$ cat config.mk
export PLATFORM = sky130hd
export DESIGN_NAME = mix_pipe_unit
export DESIGN_NICKNAME = d
export VERILOG_FILES = /design/src/rtl/mix_pipe_unit.sv
export SDC_FILE = /design/constraint.sdc
export NUM_CORES = 1
export LEC_CHECK = 0
export CAP_MARGIN = 15
export CORE_UTILIZATION = 30
export CTS_BUF_LIST = sky130_fd_sc_hd__clkbuf_16
export DETAILED_ROUTE_END_ITERATION = 6
export PLACE_DENSITY = 0.66
export SYNTH_ARGS = -nofsm -noshare
export SYNTH_HDL_FRONTEND = slang
export SYNTH_SLANG_ARGS = --single-unit
$ cat constraint.sdc
create_clock -name clk_i -period 1.05 [get_ports clk_i]
set_clock_uncertainty 0.05 [all_clocks]
set_input_delay 0.21 -clock clk_i [delete_from_list [all_inputs] [get_ports clk_i]]
set_output_delay 0.21 -clock clk_i [all_outputs]
set_load 0.02 [all_outputs]
$ cat src/rtl/mix_pipe_unit.sv
// mix_pipe_unit: HALF/BYTE/ROT mixing unit with an NR_STAGES-deep in-order pipeline.
// Define MIX_PIPE_UNIT_ITER_EN to add the multi-cycle ITER operation (op 3) and its FSM.

package config_pkg;
  typedef struct packed {
    int unsigned XLEN;
  } cva6_cfg_t;

  localparam cva6_cfg_t cva6_cfg_empty = '0;
endpackage

package riscv;
  localparam int unsigned XLEN = 32;
  typedef logic [XLEN-1:0] xlen_t;
endpackage

package ariane_pkg;
  localparam int unsigned TRANS_ID_BITS = 3;

  typedef struct packed {
    riscv::xlen_t             operand_a;
    riscv::xlen_t             operand_b;
    logic [TRANS_ID_BITS-1:0] trans_id;
  } fu_data_t;

  typedef struct packed {
    riscv::xlen_t cause;
    riscv::xlen_t tval;
    logic         valid;
  } exception_t;
endpackage

module mix_pipe_unit #(
  parameter config_pkg::cva6_cfg_t CVA6Cfg   = config_pkg::cva6_cfg_empty,
  parameter int unsigned           NR_STAGES = 2
) (
  input  logic                                clk_i,
  input  logic                                rst_ni,
  input  logic                                flush_i,
  input  logic                                mix_valid_i,
  input  logic [1:0]                          mix_op_i,
  input  ariane_pkg::fu_data_t                fu_data_i,
  output logic                                mix_ready_o,
  output riscv::xlen_t                        mix_result_o,
  output logic                                mix_valid_o,
  output logic [ariane_pkg::TRANS_ID_BITS-1:0] mix_trans_id_o,
  output ariane_pkg::exception_t              mix_exception_o
);

  localparam int unsigned XLEN    = riscv::XLEN;
  localparam int unsigned HALF_W  = XLEN / 2;
  localparam int unsigned SHAMT_W = $clog2(XLEN);
  localparam int unsigned ID_W    = ariane_pkg::TRANS_ID_BITS;

  localparam logic [1:0] OP_BYTE = 2'd1;
  localparam logic [1:0] OP_ROT  = 2'd2;

  if (NR_STAGES < 1 || NR_STAGES > 4) begin : g_bad_stages
    $error("mix_pipe_unit: NR_STAGES must be within 1..4");
  end

  if (CVA6Cfg.XLEN != 0 && CVA6Cfg.XLEN != XLEN) begin : g_bad_xlen
    $error("mix_pipe_unit: CVA6Cfg.XLEN disagrees with riscv::XLEN");
  end

  riscv::xlen_t op_a;
  riscv::xlen_t op_b;
  riscv::xlen_t comb_result;
  logic         accept;
  logic         pipe_accept;
  logic         pipe_out_valid;

  assign op_a            = fu_data_i.operand_a;
  assign op_b            = fu_data_i.operand_b;
  assign accept          = mix_valid_i & mix_ready_o & ~flush_i;
  assign mix_exception_o = '0;

  // NOTE: every variable written here gets a default first, so no path leaves it unassigned and no latch is inferred.
  always_comb begin
    comb_result = '0;
    case (mix_op_i)
      OP_BYTE: begin
        for (int j = 0; j < int'(XLEN / 16); j++) begin
          comb_result[16*j +: 8]   = op_a[8*j +: 8];
          comb_result[16*j+8 +: 8] = op_b[8*j +: 8];
        end
      end
      OP_ROT:  comb_result = riscv::xlen_t'({op_a, op_a} >> op_b[SHAMT_W-1:0]);
      default: comb_result = {op_b[HALF_W-1:0], op_a[XLEN-1:HALF_W]};
    endcase
  end

  logic [NR_STAGES-1:0]           stage_valid;
  logic [NR_STAGES-1:0][ID_W-1:0] stage_id;
  logic [NR_STAGES-1:0][XLEN-1:0] stage_data;

  // NOTE: state registers use non-blocking <= so each stage samples its predecessor's pre-edge value.
  always_ff @(posedge clk_i or negedge rst_ni) begin
    if (!rst_ni) begin
      stage_valid <= '0;
      stage_id    <= '0;
    end else begin
      stage_valid[0] <= pipe_accept;
      stage_id[0]    <= fu_data_i.trans_id;
      for (int s = 1; s < int'(NR_STAGES); s++) begin
        stage_valid[s] <= stage_valid[s-1] & ~flush_i;
        stage_id[s]    <= stage_id[s-1];
      end
    end
  end

  // NOTE: payload registers have no reset; stage_valid qualifies every use of them.
  always_ff @(posedge clk_i) begin
    stage_data[0] <= comb_result;
    for (int s = 1; s < int'(NR_STAGES); s++) begin
      stage_data[s] <= stage_data[s-1];
    end
  end

  assign pipe_out_valid = stage_valid[NR_STAGES-1];

`ifdef MIX_PIPE_UNIT_ITER_EN
  localparam logic [1:0] OP_ITER = 2'd3;

  localparam logic [1:0] ST_IDLE = 2'd0;
  localparam logic [1:0] ST_BUSY = 2'd1;
  localparam logic [1:0] ST_DONE = 2'd2;

  logic [1:0]      state;
  riscv::xlen_t    iter_r;
  riscv::xlen_t    iter_b;
  logic [3:0]      iter_cnt;
  logic [ID_W-1:0] iter_id;
  logic            iter_accept;
  logic            iter_out_valid;

  assign mix_ready_o    = (state == ST_IDLE);
  assign iter_accept    = accept && (mix_op_i == OP_ITER);
  assign pipe_accept    = accept && (mix_op_i != OP_ITER);
  // The pipeline owns the output port; a finished ITER waits in DONE until it is free.
  assign iter_out_valid = (state == ST_DONE) && !pipe_out_valid;

  always_ff @(posedge clk_i or negedge rst_ni) begin
    if (!rst_ni) begin
      state    <= ST_IDLE;
      iter_r   <= '0;
      iter_b   <= '0;
      iter_cnt <= '0;
      iter_id  <= '0;
    end else if (flush_i) begin
      state <= ST_IDLE;
    end else begin
      case (state)
        ST_IDLE: begin
          if (iter_accept) begin
            iter_r   <= op_a;
            iter_b   <= op_b;
            iter_cnt <= {1'b0, op_b[2:0]} + 4'd1;
            iter_id  <= fu_data_i.trans_id;
            state    <= ST_BUSY;
          end
        end
        ST_BUSY: begin
          iter_r   <= {iter_r[7:0], iter_r[XLEN-1:8]} ^ iter_b;
          iter_cnt <= iter_cnt - 4'd1;
          if (iter_cnt == 4'd1) begin
            state <= ST_DONE;
          end
        end
        ST_DONE: begin
          if (!pipe_out_valid) begin
            state <= ST_IDLE;
          end
        end
        default: state <= ST_IDLE;
      endcase
    end
  end

  assign mix_valid_o = pipe_out_valid | iter_out_valid;

  always_comb begin
    mix_result_o   = '0;
    mix_trans_id_o = '0;
    if (pipe_out_valid) begin
      mix_result_o   = stage_data[NR_STAGES-1];
      mix_trans_id_o = stage_id[NR_STAGES-1];
    end else if (iter_out_valid) begin
      mix_result_o   = iter_r;
      mix_trans_id_o = iter_id;
    end
  end
`else
  // Without ITER the upper half of operand_b feeds nothing.
  logic unused_op_b_hi;
  assign unused_op_b_hi = ^op_b[XLEN-1:HALF_W];

  assign mix_ready_o    = 1'b1;
  assign pipe_accept    = accept;
  assign mix_valid_o    = pipe_out_valid;
  assign mix_result_o   = pipe_out_valid ? stage_data[NR_STAGES-1] : '0;
  assign mix_trans_id_o = pipe_out_valid ? stage_id[NR_STAGES-1] : '0;
`endif

endmodule

==> metrics.cfg <==
[cells_and_area]
layout_commonest_cell=buf_4
antenna_cells=0
final_cell_mix=buf_4, buf_6, conb_1
fin_area_mm2=0.00791
fin_nets=758
final_util_pct=51.7
syn_to_final_growth_pct=66.9
drive_gt1_share_pct=57.4

[synthesis]
synthArstFlopShare_pct=11.1
yosysSeqAreaShare_pct=31.2
synth_mux_area_share_pct=28.8
synth_ff_type=dfxtp_1
ys_warn_count=0
synth_compound_area_share_pct=13.4
synth_top_family_by_area=multiplexers
synth_xor_area_share_pct=0
synth_cells=472
ys_types=46
synth_adder_area_share_pct=0.528
synth_area_mm2=0.00474
synth_edf_count=0
synthSimpleGateAreaFrac_pct=10.1
ys_ff_latch=72
syn_avg_cell_area_um2=10.0

[clock_tree]
clk_latency_ns=0.33
cts_buffer_depth=2
numCtsBuffers=9
cts_root_buffer=clkbuf_16
clk_pin_slew_ns=0.05
cts_tree=built
cts.sinks=72
h-tree-depth=3

[timing]
hold_ws_ns=0.109
min_period_ns=1.69
setup_violations=68
fmax_mhz=593
setup_slack_ns=-0.637
rsz0062_at_grt=yes
period_share_pct=161
setup-tns-final_ns=-35.84
slew_violations=0
finalHoldViolCount=0

[floorplanning]
die_area_mm2=0.0163
start_util_pct=31.0
num_rows=45
core_mm2=0.0153
die_w_um=128
fp.dieH_um=128
io_pins=175

[worst_hold_path]
hp-class=input pin to asynchronous set/reset pin

[global_route]
antenna_found_initial=0
grt_pass1_wl_mm=26.0
grt_pass1_vias=4478
overflow=0
grt_util_all_layers_pct=21.5
grt_max_degree=18

[drt]
routed_wl_mm=17.4
ant_nets=0
drtIter0Drc=341
via_per_inst=5.00
wl_per_cell_um=19.3
detail_route.first_pass.iterations=5
route.vias.total=4493
drc=0

[power_and_ir_drop]
power.total_uw=9430
ir_worst_vdd_mv=0.689
p_leak_uw=0.00352
powerDensity_mw_per_mm2=1190

[critical_path]
start_kind=input pin
arrival_ns=1.85
required_ns=1.21
startpoint=fu_data_i[4]
cp-end-kind=flop
crit_fanout=6
rr_startpoint=stage_valid[0]
crit_type=input pin to flop

[run_status]
status=finished, violations left
violations=negative setup slack

[place]
placedInstanceArea_mm2=0.00665
gp_congestion=0.937
dp_hpwl_mm=12.9
io_buffers=92

[job]
cap_viol_max_count=0

-- metal layers --
metal	wire (um)	GRT usage, %	up-vias
li1	-	-	1998
met1	6880	25.5	2174
met2	8550	37.4	276
met3	1160	3.05	45
met4	763	11.7	0
met5	0	0	-
-- where the power goes --
group / total (uW) / leakage [uW] / internal, uW / switching, uW
logic: 3530 / 0.00275 / 1810 / 1720
clock network: 2710 / 0.000136 / 1580 / 1130
registers: 3200 / 0.000634 / 3100 / 102
-- kinds of logic (layout without fill, tap and decap cells) --
kind of cell / count (synthesis) / count (layout)
AOI/OAI and AO/OA: 89 / 89
adders and majority gates: 2 / 2
buffers and inverters: 123 / 275
DFF: 72 / 72
muxes: 93 / 93
other: 2 / 66
and+or+nand+nor: 91 / 91
-- synthesized netlist by cell type, types with 2 or more instances --
cell type,instances,area [um2]
dfxtp_1,64,1280
dfrtp_1,8,200
o21ai_0,16,80.1
o211ai_1,4,30.0
o22ai_1,3,18.8
a21oi_1,19,95.1
buf_6,2,22.5
clkbuf_1,25,93.8
a2bb2oi_1,14,123
mux4_2,31,698
inv_1,21,78.8
nor2b_1,7,43.8
buf_4,67,503
nand2_1,16,60.1
a22oi_1,5,37.5
buf_1,2,7.51
and2_1,35,219
mux2i_1,35,350
ha_1,2,25.0
buf_2,4,20.0
a221o_1,4,40.0
conb_1,2,7.51
o221ai_1,7,61.3
or3_1,2,12.5
a32oi_1,4,35.0
mux2_2,26,293
or2_2,3,18.8
a221oi_1,3,26.3
nor2_1,20,75.1
nand2b_1,5,31.3
-- per-stage QoR --
| step | worst slack [ns] | instances |
|---|---|---|
| CTS | -0.639 | 894 |
| global route | -0.645 | 899 |
| detailed placement | -1.50 | 859 |
| finish | -0.637 | 899 |
| floorplan | -0.805 | 536 |
| global placement | -1.50 | 859 |
-- area by class of cell --
| class | count | area (um2) |
|---|---|---|
| Tap cell | 211 | 264 |
| Clock buffer | 9 | 225 |
| Multi-Input combinational cell | 341 | 3420 |
| Sequential cell | 72 | 1480 |
| Timing Repair Buffer | 237 | 2400 |
| Inverter | 22 | 82.6 |
| Fill cell | 1345 | 7400 |
| Clock inverter | 7 | 38.8 |
-- worst max-delay path: stages --
cell and delay (ns):
buf_16 0.11, buf_8 0.11, mux4_2 0.54, buf_6 0.14
mux2_4 0.31, mux2i_1 0.18, o21ai_1 0.10, a2bb2oi_1 0.13
-- worst paths after layout --
kind / end / depth (start not counted) / slack, ns
worst min register to register: stage_data[46] / 0 / 0.27
min in group clk_i: stage_data[4] / 3 / 0.12
worst max-delay path: stage_data[22] / 8 / -0.64
worst min-delay path: stage_id[1] / 1 / 0.11
max in group asynchronous: stage_valid[1] / 1 / 0.56
worst max register to register: stage_valid[1] / 1 / 0.40
-- registers in the layout, indices dropped and copies added (netlist names) --
signal,flops
stage_data,64
stage_id,6
stage_valid,2
-- timing repair --
action / in CTS / in global routing
setup buffers: 15 / 4
resized for setup: 454 / 55
endpoints found under the setup margin: 68 / 68
pin swaps: 30 / 16
hold buffers: 0 / 0
cloned: 4 / 2
No activity file was read; power rests on OpenSTA's default activity.
